===== src/rtl/ch3_wave_gen_pkg.sv =====
// Shared types and constants for the channel 3 wave-playback engine.
package apu_ch3_pkg;

   localparam int FREQ_W   = 11;
   localparam int POS_W    = 5;
   localparam int TRIG_DLY = 3;
   localparam int DLY_W    = $clog2(TRIG_DLY);

   localparam logic [FREQ_W-1:0] FREQ_MAX = 11'h7FF;

   localparam logic [1:0] VOL_MUTE = 2'b00;
   localparam logic [1:0] VOL_100  = 2'b01;
   localparam logic [1:0] VOL_50   = 2'b10;
   localparam logic [1:0] VOL_25   = 2'b11;

   typedef enum logic [1:0] {
      OFF   = 2'd0,
      START = 2'd1,
      RUN   = 2'd2,
      FETCH = 2'd3
   } ch3_state_t;

   // NR32 volume code applied to a 4-bit wave sample
   function automatic logic [3:0] vol_scale(input logic [3:0] s, input logic [1:0] v);
      case (v)
         VOL_MUTE: return 4'h0;
         VOL_100:  return s;
         VOL_50:   return s >> 1;
         default:  return s >> 2;
      endcase
   endfunction

endpackage


===== src/rtl/ch3_wave_gen_if.sv =====
// Channel 3 control / wave RAM interface. The register block and RAM side use
// the master modport, the playback engine uses the slave modport.
// CH3_WAVE_LOCK_EN adds the CPU wave RAM lock outputs.
interface ch3_wave_gen_if;
   import apu_ch3_pkg::*;

   logic                dac_en;
   logic [1:0]          vol;
   logic [FREQ_W-1:0]   freq;
   logic                trig;
   logic                len_expire;
   logic [7:0]          wave_data;
   logic [POS_W-2:0]    wave_addr;
   logic                wave_rd;
   logic [POS_W-1:0]    wave_pos;
   logic                ch3_active;
   logic [3:0]          ch3_out;
`ifdef CH3_WAVE_LOCK_EN
   logic                cpu_wave_lock;
   logic [POS_W-2:0]    cpu_wave_addr;

   modport master (
      output dac_en, vol, freq, trig, len_expire, wave_data,
      input  wave_addr, wave_rd, wave_pos, ch3_active, ch3_out,
             cpu_wave_lock, cpu_wave_addr
   );
   modport slave (
      input  dac_en, vol, freq, trig, len_expire, wave_data,
      output wave_addr, wave_rd, wave_pos, ch3_active, ch3_out,
             cpu_wave_lock, cpu_wave_addr
   );
`else
   modport master (
      output dac_en, vol, freq, trig, len_expire, wave_data,
      input  wave_addr, wave_rd, wave_pos, ch3_active, ch3_out
   );
   modport slave (
      input  dac_en, vol, freq, trig, len_expire, wave_data,
      output wave_addr, wave_rd, wave_pos, ch3_active, ch3_out
   );
`endif

endinterface


===== src/rtl/ch3_wave_gen_vol_shift.sv =====
// Volume shifter with output register; also used stand-alone by the mixer bench.
module ch3_vol_shift
   import apu_ch3_pkg::*;
(
   input  logic       cery_2mhz,
   input  logic       apu_reset,
   input  logic [3:0] sample,
   input  logic [1:0] vol,
   input  logic       en,
   output logic [3:0] out_q
);

   logic [3:0] scaled;

   // shift the sample by the volume code, muted when the channel is off
   always_comb begin
      scaled = 4'h0;
      if (en) scaled = vol_scale(sample, vol);
   end

   // register the scaled sample toward the mixer
   always_ff @(posedge cery_2mhz or posedge apu_reset) begin
      if (apu_reset) out_q <= 4'h0;
      else           out_q <= scaled;
   end

endmodule


===== src/rtl/ch3_wave_gen.sv =====
// Channel 3 wave-playback engine: frequency timer, wave position stepping,
// wave RAM fetch/nibble select and volume-scaled output.
// Optional feature macro: CH3_WAVE_LOCK_EN (CPU wave RAM lock outputs).
//
// state | meaning
// OFF   | channel inactive, position and sample held
// START | trigger delay, timer frozen at freq
// RUN   | timer counting toward 0x7FF
// FETCH | wave byte read cycle, nibble latched at end of cycle
module ch3_wave_gen
   import apu_ch3_pkg::*;
(
   input  logic         cery_2mhz,
   input  logic         apu_reset,
   ch3_wave_gen_if.slave bus
);

   localparam logic [DLY_W-1:0] DLY_LOAD = DLY_W'(TRIG_DLY - 1);

   ch3_state_t          state;
   logic [FREQ_W-1:0]   counter;
   logic [POS_W-1:0]    pos;
   logic [3:0]          sample_buf;
   logic                wave_rd_q;
   logic [POS_W-2:0]    wave_addr_q;
   logic [DLY_W-1:0]    dly;
   logic                active;
   logic [3:0]          ch3_out_q;

   logic [POS_W-1:0]    pos_nxt;
   logic                timer_tc;
   logic                trig_ok;
   logic                off_req;

   assign pos_nxt  = pos + 1'b1;
   assign timer_tc = (counter == FREQ_MAX);
   assign trig_ok  = bus.trig && bus.dac_en;
   // a trigger outranks length expiry, but never a DAC power-down
   assign off_req  = !bus.dac_en || (bus.len_expire && !bus.trig);

   // playback sequencer: timer, position, fetch strobe and sample latch
   always_ff @(posedge cery_2mhz or posedge apu_reset) begin
      if (apu_reset) begin
         state       <= OFF;
         counter     <= '0;
         pos         <= '0;
         sample_buf  <= 4'h0;
         wave_rd_q   <= 1'b0;
         wave_addr_q <= '0;
         dly         <= '0;
         active      <= 1'b0;
      end else if (off_req) begin
         state     <= OFF;
         active    <= 1'b0;
         wave_rd_q <= 1'b0;
      end else if (trig_ok) begin
         // restart from any state; an in-flight fetch is dropped unlatched
         state     <= START;
         active    <= 1'b1;
         pos       <= '0;
         counter   <= bus.freq;
         dly       <= DLY_LOAD;
         wave_rd_q <= 1'b0;
      end else begin
         case (state)
            OFF: begin
               wave_rd_q <= 1'b0;
            end
            START: begin
               wave_rd_q <= 1'b0;
               if (dly == '0) state <= RUN;
               else           dly   <= dly - 1'b1;
            end
            RUN, FETCH: begin
               if (state == FETCH)
                  sample_buf <= pos[0] ? bus.wave_data[3:0] : bus.wave_data[7:4];
               if (timer_tc) begin
                  counter     <= bus.freq;
                  pos         <= pos_nxt;
                  wave_addr_q <= pos_nxt[POS_W-1:1];
                  wave_rd_q   <= 1'b1;
                  state       <= FETCH;
               end else begin
                  counter   <= counter + 1'b1;
                  wave_rd_q <= 1'b0;
                  state     <= RUN;
               end
            end
            default: state <= OFF;
         endcase
      end
   end

   ch3_vol_shift u_vol_shift (
      .cery_2mhz (cery_2mhz),
      .apu_reset (apu_reset),
      .sample    (sample_buf),
      .vol       (bus.vol),
      .en        (active && bus.dac_en),
      .out_q     (ch3_out_q)
   );

   assign bus.wave_addr  = wave_addr_q;
   assign bus.wave_rd    = wave_rd_q;
   assign bus.wave_pos   = pos;
   assign bus.ch3_active = active;
   assign bus.ch3_out    = ch3_out_q;

`ifdef CH3_WAVE_LOCK_EN
   // CPU wave RAM accesses land on the byte being played, only in the fetch cycle
   assign bus.cpu_wave_lock = active && (state == FETCH);
   assign bus.cpu_wave_addr = wave_addr_q;
`endif

endmodule

===== src/flat_wrapper.sv =====
// flat-port wrapper written by rule: the top's interface ports become plain ports
module ch3_wave_gen_flat import apu_ch3_pkg::*;
  (cery_2mhz, apu_reset, bus_dac_en, bus_vol, bus_freq, bus_trig, bus_len_expire, bus_wave_data, bus_wave_addr, bus_wave_rd, bus_wave_pos, bus_ch3_active, bus_ch3_out);
  ch3_wave_gen_if bus_i ();
  input  logic cery_2mhz;
  input  logic apu_reset;
  input wire logic [$bits(bus_i.dac_en)-1:0] bus_dac_en;
  input wire logic [$bits(bus_i.vol)-1:0] bus_vol;
  input wire logic [$bits(bus_i.freq)-1:0] bus_freq;
  input wire logic [$bits(bus_i.trig)-1:0] bus_trig;
  input wire logic [$bits(bus_i.len_expire)-1:0] bus_len_expire;
  input wire logic [$bits(bus_i.wave_data)-1:0] bus_wave_data;
  output wire logic [$bits(bus_i.wave_addr)-1:0] bus_wave_addr;
  output wire logic [$bits(bus_i.wave_rd)-1:0] bus_wave_rd;
  output wire logic [$bits(bus_i.wave_pos)-1:0] bus_wave_pos;
  output wire logic [$bits(bus_i.ch3_active)-1:0] bus_ch3_active;
  output wire logic [$bits(bus_i.ch3_out)-1:0] bus_ch3_out;
  assign bus_i.dac_en = bus_dac_en;
  assign bus_i.vol = bus_vol;
  assign bus_i.freq = bus_freq;
  assign bus_i.trig = bus_trig;
  assign bus_i.len_expire = bus_len_expire;
  assign bus_i.wave_data = bus_wave_data;
  assign bus_wave_addr = bus_i.wave_addr;
  assign bus_wave_rd = bus_i.wave_rd;
  assign bus_wave_pos = bus_i.wave_pos;
  assign bus_ch3_active = bus_i.ch3_active;
  assign bus_ch3_out = bus_i.ch3_out;
  ch3_wave_gen u_core (.cery_2mhz(cery_2mhz), .apu_reset(apu_reset), .bus(bus_i));
endmodule

===== config.mk =====
export PLATFORM = sky130hd
export DESIGN_NAME = ch3_wave_gen_flat
export DESIGN_NICKNAME = d
export VERILOG_FILES = /design/src/rtl/ch3_wave_gen_pkg.sv /design/src/rtl/ch3_wave_gen_if.sv /design/src/rtl/ch3_wave_gen_vol_shift.sv /design/src/rtl/ch3_wave_gen.sv /design/src/flat_wrapper.sv
export SDC_FILE = /design/constraint.sdc
export NUM_CORES = 1
export LEC_CHECK = 0
export BUFFER_PORTS_ARGS = -buffer_cell sky130_fd_sc_hd__clkbuf_2
export CORE_MARGIN = 5
export CORE_UTILIZATION = 40
export DETAILED_ROUTE_END_ITERATION = 7
export PLACE_DENSITY = 0.61
export SLEW_MARGIN = 0
export SYNTH_ARGS = -nofsm -noshare
export SYNTH_HDL_FRONTEND = slang
export SYNTH_SLANG_ARGS = --single-unit

===== constraint.sdc =====
create_clock -name cery_2mhz -period 1.9 [get_ports cery_2mhz]
set_input_delay 0.095 -clock cery_2mhz [delete_from_list [all_inputs] [get_ports cery_2mhz]]
set_output_delay 0.095 -clock cery_2mhz [all_outputs]
set_load 0.02 [all_outputs]

Yosys cells after proc, flatten, opt, wreduce, memory -nomap -nowiden

Cells that the tools add are included.

Register bits after elaboration: 34
Latch bits: 0
Bits in writable memories: 0
ROM bits: 0
Bits of input ports: 26
Output and inout bits: 15
Logic and storage cells: 67
Memories: 0

Add/sub/neg operators: 3
Multiply operators: 0
Divide/modulo/power cells: 0
$lt $le $gt $ge: 0
Equal/unequal tests: 8
Shifts and indexed selects: 0
Multiplexer cells: 23
Bitwise gates (word level): 2
Reductions and logical operators: 22

Operators by type and width:

| cell                  | number |
|---|---|
| $mux 11               | 3 |
| $mux 5                | 3 |
| $mux 2                | 6 |
| $pmux 4 s3            | 1 |
| $add 11x1->11 const B | 1 |
| $eq 11x11->1 const B  | 1 |
| $mux 4                | 2 |
| $reduce_and 4->1      | 2 |
| $reduce_bool 2->1     | 4 |
| $eq 2x2->1 const B    | 3 |
| $logic_not 2->1       | 3 |
| $mux 1                | 6 |
| $reduce_and 3->1      | 2 |
| $add 5x1->5 const B   | 1 |
| $eq 2x1->1 const B    | 2 |
| $ne 4x1->1 const B    | 1 |
| $pmux 2 s2            | 1 |
| $reduce_and 2->1      | 2 |
| $reduce_bool 4->1     | 1 |
| $reduce_or 2->1       | 2 |
| $logic_and 1x1->1     | 3 |
| $logic_not 1->1       | 2 |
| $ne 2x1->1 const B    | 1 |
| $not 1->1             | 2 |
| 3 further kinds       | 3 |

Longest topological paths before layout

Gate-level depths: netlist of the first run.

Depth in word-level cells: 5
Depth in mapped cells: 6
Gate-level depth less buffers: 6

By module

From an unflattened synthesis of the first run, not the netlist that was laid out.

Cells, all modules: 179
Area, all modules: 1836.8 um^2

Modules (own cells, without submodules):

| module        | instances | cells each | area each (um^2) |
|---|---|---|---|
| ch3_wave_gen  | 1         | 162        | 1645.3 |
| ch3_vol_shift | 1         | 17         | 191.4 |

Worst setup path after synthesis of the first run

No wires, ideal clock.

Path type: register to register
Start: register u_core.counter[0]
End: register u_core.counter[3]
Setup time: 0.126 ns
Data arrival time: 1.502 ns
Slack: 0.272 ns
Cell stages (with the launch flop): 6
Path buffers: 0
Cell sequence: dfrtp_1 ha_1 and4_1 a31oi_4 mux2i_1 a2bb2oi_1

Word-level cells in the longest chain between the ends: 4
Elaborated cells on any way between the ends: 5
Classes of those cells: add/sub (1); eq/ne (1); mux (3)

RTL lines:

| item                                          | RTL line                               | RTL |
|---|---|---|
| start: declaration                            | ch3_wave_gen.sv:21                     | `logic [FREQ_W-1:0] counter;` |
| start signal: assignment                      | ch3_wave_gen.sv:61                     | `counter <= bus.freq;` |
| start signal: assignment                      | ch3_wave_gen.sv:78                     | `counter <= bus.freq;` |
| start signal: assignment                      | ch3_wave_gen.sv:84                     | `counter <= counter + 1'b1;` |
| $add 11x1->11 or $eq 11x11->1 (tied branches) | ch3_wave_gen.sv:84, ch3_wave_gen.sv:36 |  |
| $mux 11 *                                     | ch3_wave_gen.sv:77                     | `if (timer_tc) begin` |
| $mux 11 *                                     | ch3_wave_gen.sv:65                     | `case (state)` |
| $mux 11 *                                     | ch3_wave_gen.sv:56                     | `end else if (trig_ok) begin` |

Mark *: on every way between the ends. The rest lies on a longest branch, timed or not. The select of a mux whose other input is x is not followed.
A chain may end at the register's enable or synchronous reset.

Worst setup path after layout of the first run

Start: register u_core.counter[1]
End: register u_core.pos[1], in the netlist u_core.bus.wave_pos[1]

Word-level cells in the longest chain between the ends: 3

RTL lines:

| item                               | RTL line           | RTL |
|---|---|---|
| $eq 11x11->1                       | ch3_wave_gen.sv:36 | `assign timer_tc = (counter == FREQ_MAX);` |
| $reduce_bool 2->1 (no source line) | n/a                |  |
| $reduce_and 3->1 (no source line)  | n/a                |  |
| end signal: assignment             | ch3_wave_gen.sv:79 | `pos <= pos_nxt;` |
| end: declaration                   | ch3_wave_gen.sv:22 | `logic [POS_W-1:0] pos;` |

No other way between the ends.

==> results of run 1 <==
logic make-up (layout without fill, tap and decap cells):
| family | Yosys count | in the layout | share of synthesized area (%) |
|---|---|---|---|
| muxes | 11 | 11 | 6.10 |
| DFF | 34 | 34 | 45.5 |
| adders and majority gates | 3 | 3 | 2.01 |
| AOI/OAI and AO/OA | 51 | 51 | 18.4 |
| buffers and inverters | 12 | 60 | 3.75 |
| xor gates and xnor gates | 3 | 3 | 1.41 |
| and+or+nand+nor | 72 | 72 | 22.8 |
synthesized netlist by cell type (all sizes together):
master / number
o21ai: 13
nand4b: 2
xor2: 2
clkbuf: 1
xnor2: 1
nor3: 4
o22ai: 1
and3: 3
a22o: 1
a211o: 1
nand3: 12
a41o: 1
a31oi: 2
a21oi: 14
mux2i: 8
nor2b: 4
a22oi: 2
nor2: 6
o31ai: 2
nor4b: 1
nor3b: 2
and4: 3
dfrtp: 34
nand4: 6
nor4: 1
nand2: 20
inv: 5
a2bb2oi: 3
buf: 6
ha: 3
a21o: 5
a32oi: 2
and2: 3
nand3b: 2
or4: 2
mux2: 3
o21a: 3
nor4bb: 1
o311ai: 1
state kept, by name (all words and copies together) (netlist names):
register and count:
u_core.bus.ch3_active 1, u_core.bus.wave_addr 4, u_core.state 2, u_core.dly 2
u_core.bus.wave_pos 5, u_core.sample_buf 4, u_core.bus.wave_rd 1, u_core.u_vol_shift.out_q 4
u_core.counter 11
power groups by stage:
stage	logic, mW	clock network [mW]	registers [mW]
after detailed placement	0.368	0	0.931
after floorplan	0.290	0	0.895
after global placement	0.365	0	0.932
after CTS	0.370	0.651	0.919
after global routing	0.419	0.686	0.937
final	0.367	0.634	0.924
stage by stage:
| step | area, sq um | hold WS, ns | utilization, % | setup WS, ns |
|---|---|---|---|---|
| after detailed placement | 2130 | 0.197 | 47.9 | 0.0955 |
| after CTS | 2250 | 0.0156 | 50.6 | 0.0860 |
| after floorplan | 1870 | 0.165 | - | 0.272 |
| final | 2250 | 0.0238 | 50.6 | 0.130 |
| after global routing | 2250 | 0.0177 | 50.6 | 0.0219 |
| after global placement | 2130 | 0.201 | 47.9 | 0.165 |
worst min-delay path: cells and delay by family:
family | cells | cell delay (ns)
AND/OR/NAND/NOR | 1 | 0.04
AO/OA/AOI/OAI | 1 | 0.05
buffers and inverters | 1 | 0.08
worst max-delay path by stage:
stage | cells past startpoint | to | slack [ns] | from
after floorplan | 5 | u_core.counter[3]$_DFFE_PP0P_ | 0.27 | u_core.counter[0]$_DFFE_PP0P_
after global placement | 5 | u_core.counter[3]$_DFFE_PP0P_ | 0.17 | u_core.counter[1]$_DFFE_PP0P_
after detailed placement | 5 | u_core.bus.wave_pos[1]$_DFFE_PP0P_ | 0.1 | u_core.counter[1]$_DFFE_PP0P_
after CTS | 5 | u_core.bus.wave_pos[1]$_DFFE_PP0P_ | 0.09 | u_core.counter[1]$_DFFE_PP0P_
after global routing | 5 | u_core.bus.wave_pos[1]$_DFFE_PP0P_ | 0.02 | u_core.counter[1]$_DFFE_PP0P_
final | 5 | u_core.bus.wave_pos[1]$_DFFE_PP0P_ | 0.13 | u_core.counter[1]$_DFFE_PP0P_
cell type report:
type,count,area share (%)
multi-input cells,140,42.2
inverters,5,0.834
flip-flops and latches,34,37.8
clock buffers,8,4.89
well taps,52,2.89
repair buffers,47,11.3
routing by layer:
layer  track usage (%)  routed length, um  up-vias
li1                  -                  -      788
met1              18.1               1920      731
met2              26.3               2080       38
met3              4.81                258        5
met4              3.85                 48        0
met5                 0                  0        -
repair_timing:
action,in CTS,in global routing
endpoints found under the hold margin,34,0
endpoints found under the setup margin,0,2
hold buffers,1,0
resized for setup,0,1
setup buffers,0,0
==> key figures, run 1 <==
Synthesis
  – Mapped cell area: 1870 sq um
  – Synth area leaders: dfrtp_1, mux2i_1, nand2_1, a21oi_1, o21ai_0
  – Mapped Avg Cell Area: 10.0 sq um
  – Largest area contributor in the netlist: dfrtp_1
  – Syn_nets: 215
  – Syn Inst Count: 186
  – Top-area cell type share of the netlist area: 45.5%
  – Yosys reg bits: 34
  – Seq/Total Area, Yosys: 45.5%
  – Ys Warns: 0
  – Netlist cell types: 48

Floorplanning
  – Die height: 78.3 um
  – Die footprint: 6140 sq um
  – Core region area: 4440 sq um
  – Rows: 24
  – Die W: 78.3 um
  – Initial core utilization: 42.0%
  – IO Count: 41

Placed design
  – Routability Congestion: 0.791
  – Placed cells: 277
  – Buffers added on ports: 40
  – DP HPWL: 3150 um

Setup path
  – Delay-heaviest family, CP: simple AND/OR/NAND/NOR gates
  – Worst path bufs/invs: 0
  – Worst r2r src: u_core.counter[1]$_DFFE_PP0P_
  – Slowest-stage cell, CP: dfrtp_1
  – Flop2flop setup slack: 0.13 ns
  – WS Path Type: reg -> reg
  – Crit path DAT: 1.94 ns
  – CP cell instances: ha_2 > nand3_1 > nor4_2 > a21oi_1 > a22o_1
  – Crit. End Element: register
  – Critical Path RT: 2.07 ns
  – Reg2reg end: u_core.bus.wave_pos[1]$_DFFE_PP0P_
  – Register-to-Register Path Depth: 5
  – Startpoint types: register
  – CP peak stage delay: 0.43 ns
  – Worst-path fanout max: 7

Min path
  – Worst Hold Class: in -> reg
  – Worst Hold Path Cells: 3
  – Critical hold path startpoint: bus_freq[1]
  – Hold EP: u_core.counter[1]$_DFFE_PP0P_

Clock network
  – Htree depth: 2
  – Skew-Pair Late Insertion Delay: 0.29 ns
  – Clk sinks: 34
  – Root Buffer: clkbuf_8
  – CTS tree: yes
  – Clock transition at path regs: 0.07 ns
  – Total CTS buffers: 5
  – Clk buf depth: 2

Route
  – Drc violations: 0
  – Routed vias/inst: 5.46
  – Vias: 1562
  – Pre-antenna DRT Iters: 4
  – DR WL/cell: 15.0 um
  – Antenna viol nets, final: 0
  – Routed WL: 4300 um
  – Violation count after the first detailed-route iteration: 50

Final layout
  – Register Area: 851 sq um
  – Layout cells sized above 1: 28.2%
  – Non-filler cells, final: 286
  – Fill cells: 439
  – Most common cell after layout, fill and taps aside: clkbuf_2
  – Most frequent cells in the layout: clkbuf_2, dfrtp_1, nand2_1
  – Synth-to-Final Area Change: 20.4%
  – # nets final: 262
  – ANT cells: 0
  – Area of the multi-input gates: 950 sq um

Pwr
  – Static leakage: 1.08 nW
  – Cell internal pwr: 1.33 mW
  – Logic pwr share: 19.1%
  – Peak VDD IR: 0.496 mV
  – NetSw: 592 uW
  – Switching part of the total power: 30.8%
  – Power per cell area: 856 nW/um^2
  – Total power: 1.92 mW
  – Clock network fraction of total power: 32.9%
  – Seq pwr share: 48.0%

STA
  – Max transition margin: 70.9%
  – Slew @ Worst Pin: 0.430 ns
  – Fin crit period: 1.77 ns
  – RSZ-0062 raised after global routing: no
  – # setup viols final: 0
  – Final Max Slew Viols: 0
  – Period utilization: 93.2%
  – Setup TNS: 0 ns
  – Layout Skew: 0.00905 ns
  – Hold violation total from the final report: 0
  – Fmax: 0.565 GHz

Global route
  – First-pass GRT wire length: 7480 um
  – GRT Overall Usage: 15.1%
  – Vias in the first global route: 1585
  – Antenna violations before repair: 0
  – Largest net degree at the start of global routing: 35
  – Remaining global-route overflow: 0

Flow run
  – Max_cap viols: 0

Status
  – Status: complete, no violations
Note: power is estimated with default switching activity, not from simulation.
==> run 2, diff against run 1 <==
--- a/config.mk
+++ b/config.mk
@@ -6,9 +6,10 @@
 export NUM_CORES = 1
 export LEC_CHECK = 0
 export BUFFER_PORTS_ARGS = -buffer_cell sky130_fd_sc_hd__clkbuf_2
-export CORE_MARGIN = 5
+export CORE_MARGIN = 1
 export CORE_UTILIZATION = 40
 export DETAILED_ROUTE_END_ITERATION = 7
+export MAX_ROUTING_LAYER = met4
 export PLACE_DENSITY = 0.61
 export SLEW_MARGIN = 0
 export SYNTH_ARGS = -nofsm -noshare
==> run 2 against run 1 <==
  * Setup slack worse by 0.023 ns
  * Maximum frequency is 1.3% lower
  * Design area is 1.8% higher
  * Clock skew is 0.0040 ns lower
  * Utilization is 1.3 points higher
  * Sequential power is 0.6% higher
  * Critical endpoint unchanged
  * Largest power group unchanged
==> key figures, run 2 (same netlist as run 1, synthesis figures left out) <==
Status
  – Status: complete, no violations

Final layout
  – Most common cell after layout, fill and taps aside: clkbuf_2
  – # nets final: 263 (+0.38%)
  – Most frequent cells in the layout: clkbuf_2, dfrtp_1, nand2_1
  – Max reg flops: 11 (unchanged)
  – Fill cells: 426 (-3.0%)
  – Synth-to-Final Area Change: 22.6%
  – Layout cells sized above 1: 28.5% (+0.31 points)
  – ANT cells: 0 (unchanged)
  – Biggest register: u_core.counter
  – Fin util: 51.9% (+1.3 points)

STA
  – Max transition margin: 68.7% (-2.2 points)
  – Final Max Slew Viols: 0 (unchanged)
  – Slew @ Worst Pin: 0.463 ns (+0.0322 ns)
  – RSZ-0062 raised after global routing: no
  – Hold violation total from the final report: 0 (unchanged)
  – Setup TNS: 0 ns (unchanged)
  – Period utilization: 94.4% (+1.2 points)
  – Layout Skew: 0.00506 ns (-0.00400 ns)
  – Fin crit period: 1.79 ns (+0.0231 ns)
  – Fmax: 0.558 GHz (-1.3%)
  – # setup viols final: 0 (unchanged)

Setup path
  – Register-to-Register Path Depth: 5 (unchanged)
  – Crit. End Element: register
  – Critical Path RT: 2.08 ns (about the same)
  – Worst-path fanout max: 7 (unchanged)
  – Worst r2r src: u_core.counter[1]$_DFFE_PP0P_
  – WS Path Type: reg -> reg
  – Startpoint types: register
  – Crit path DAT: 1.97 ns (+0.03 ns)
  – Crit path from: u_core.counter[1]$_DFFE_PP0P_

Global route
  – Remaining global-route overflow: 0 (unchanged)
  – Vias in the first global route: 1436 (-9.4%)
  – GRT Overall Usage: 17.5% (+2.4 points)
  – First-pass GRT wire length: 6710 um (-10%)
  – Largest net degree at the start of global routing: 35 (unchanged)
  – Antenna violations before repair: 0 (unchanged)

Min path
  – Worst Hold Path Cells: 3 (unchanged)
  – Worst Hold Class: in -> reg
  – Critical hold path startpoint: bus_freq[1]

Clock network
  – Skew-Pair Late Insertion Delay: 0.29 ns (about the same)
  – Htree depth: 2 (unchanged)
  – CTS tree: yes
  – Root Buffer: clkbuf_8
  – Total CTS buffers: 5 (unchanged)
  – Clk buf depth: 2 (unchanged)
  – Clock transition at path regs: 0.07 ns (about the same)
  – Clk sinks: 34 (unchanged)

Route
  – DR WL/cell: 13.8 um (-8.4%)
  – Vias: 1558 (-0.26%)
  – Antenna viol nets, final: 0 (unchanged)
  – Metal3 WL: 200 um (-22%)
  – Routed vias/inst: 5.43 (-0.60%)
  – Drc violations: 0 (unchanged)
  – Metal2 WL: 1760 um (-15%)
  – Violation count after the first detailed-route iteration: 84 (+68%)
  – Highest layer used for signal routing: met4
  – Routed WL: 3960 um (-8.0%)
  – M1 WL: 1950 um (+1.7%)
  – Pre-antenna DRT Iters: 4 (unchanged)

Placed design
  – Routability Congestion: 0.814 (+2.9%)
  – DP HPWL: 2880 um (-8.5%)
  – Buffers added on ports: 40 (unchanged)

Floorplanning
  – IO Count: 41 (unchanged)
  – Core region area: 4410 sq um (-0.68%)
  – Die height: 70.3 um (-10%)
  – Die W: 70.3 um (-10%)
  – Initial core utilization: 42.3% (+0.29 points)
  – Rows: 24 (unchanged)
  – Die footprint: 4950 sq um (-19%)

Pwr
  – Peak VDD IR: 0.607 mV (+22%)
  – Static leakage: 1.10 nW (+1.8%)
  – Power per cell area: 930 nW/um^2 (+8.7%)

Flow run
  – Max_cap viols: 0 (unchanged)
-- run 2: changes by cell type in the layout (fill, tap and decap cells not counted) --
cell       previous run  this run
bufinv_16             0         2
clkbuf_8              8         6
buf_4                 6         7
-- run 2: worst paths after layout --
path	endpoint	slack, ns
worst max-delay path	u_core.bus.wave_pos[1]$_DFFE_PP0P_	0.11
worst min-delay path	u_core.counter[1]$_DFFE_PP0P_	0.03
worst max register to register	u_core.bus.wave_pos[1]$_DFFE_PP0P_	0.11
worst min register to register	u_core.bus.wave_addr[1]$_DFFE_PP0P_	0.48
max in group asynchronous	u_core.counter[6]$_DFFE_PP0P_	1.16
min in group asynchronous	u_core.bus.wave_addr[0]$_DFFE_PP0P_	0.43
-- run 2: report_power, final --
part | internal (mW) | leakage [nW] | switching (mW)
sequential | 0.801 | 0.437 | 0.130
combinational | 0.165 | 0.592 | 0.204
clock | 0.560 | 0.0714 | 0.270
total | 1.53 | 1.10 | 0.603
-- run 2: cell type report --
cell class	count	area (sq um)	share of cell area (%)
multi-input combinational	140	950	41.5
sequential	34	851	37.2
timing repair buffer	48	263	11.5
clock buffer	6	82.6	3.61
tap	52	65.1	2.84
clock inverter	2	60.1	2.62
inverter	5	18.8	0.820
-- run 2: worst max-delay path, stage by stage, from the launching register on --
cell and delay, ns:
dfrtp_1 0.42, ha_2 0.26, nand3_1 0.15, nor4_2 0.38
a21oi_1 0.21, a22o_1 0.27
-- run 2: layer usage --
layer,global-route usage (%),up-vias
li1,-,785
met1,23.5,722
met2,26.3,45
met3,4.47,6
met4,4.67,0
met5,-,-
-- run 2: through the flow --
| step | area, sq um | std cells | power (mW) | setup slack, ns | hold slack [ns] |
|---|---|---|---|---|---|
| 4_1_cts | 2290 | 287 | 2.15 | 0.0640 | 0.0263 |
| 3_3_place_gp | 2130 | 278 | 1.30 | 0.183 | 0.200 |
| 2_1_floorplan | 1870 | 186 | 1.18 | 0.272 | 0.165 |
| 5_1_grt | 2290 | 287 | 2.24 | 0.0145 | 0.0424 |
| 6_report | 2290 | 287 | 2.13 | 0.107 | 0.0288 |
| 3_5_place_dp | 2130 | 278 | 1.30 | 0.118 | 0.203 |
-- run 2: repair_timing --
item	CTS	global route
hold endpoints to repair	34	0
buffers inserted	0	0
hold buffers	1	0
setup endpoints to repair	0	2
resized for setup	0	1
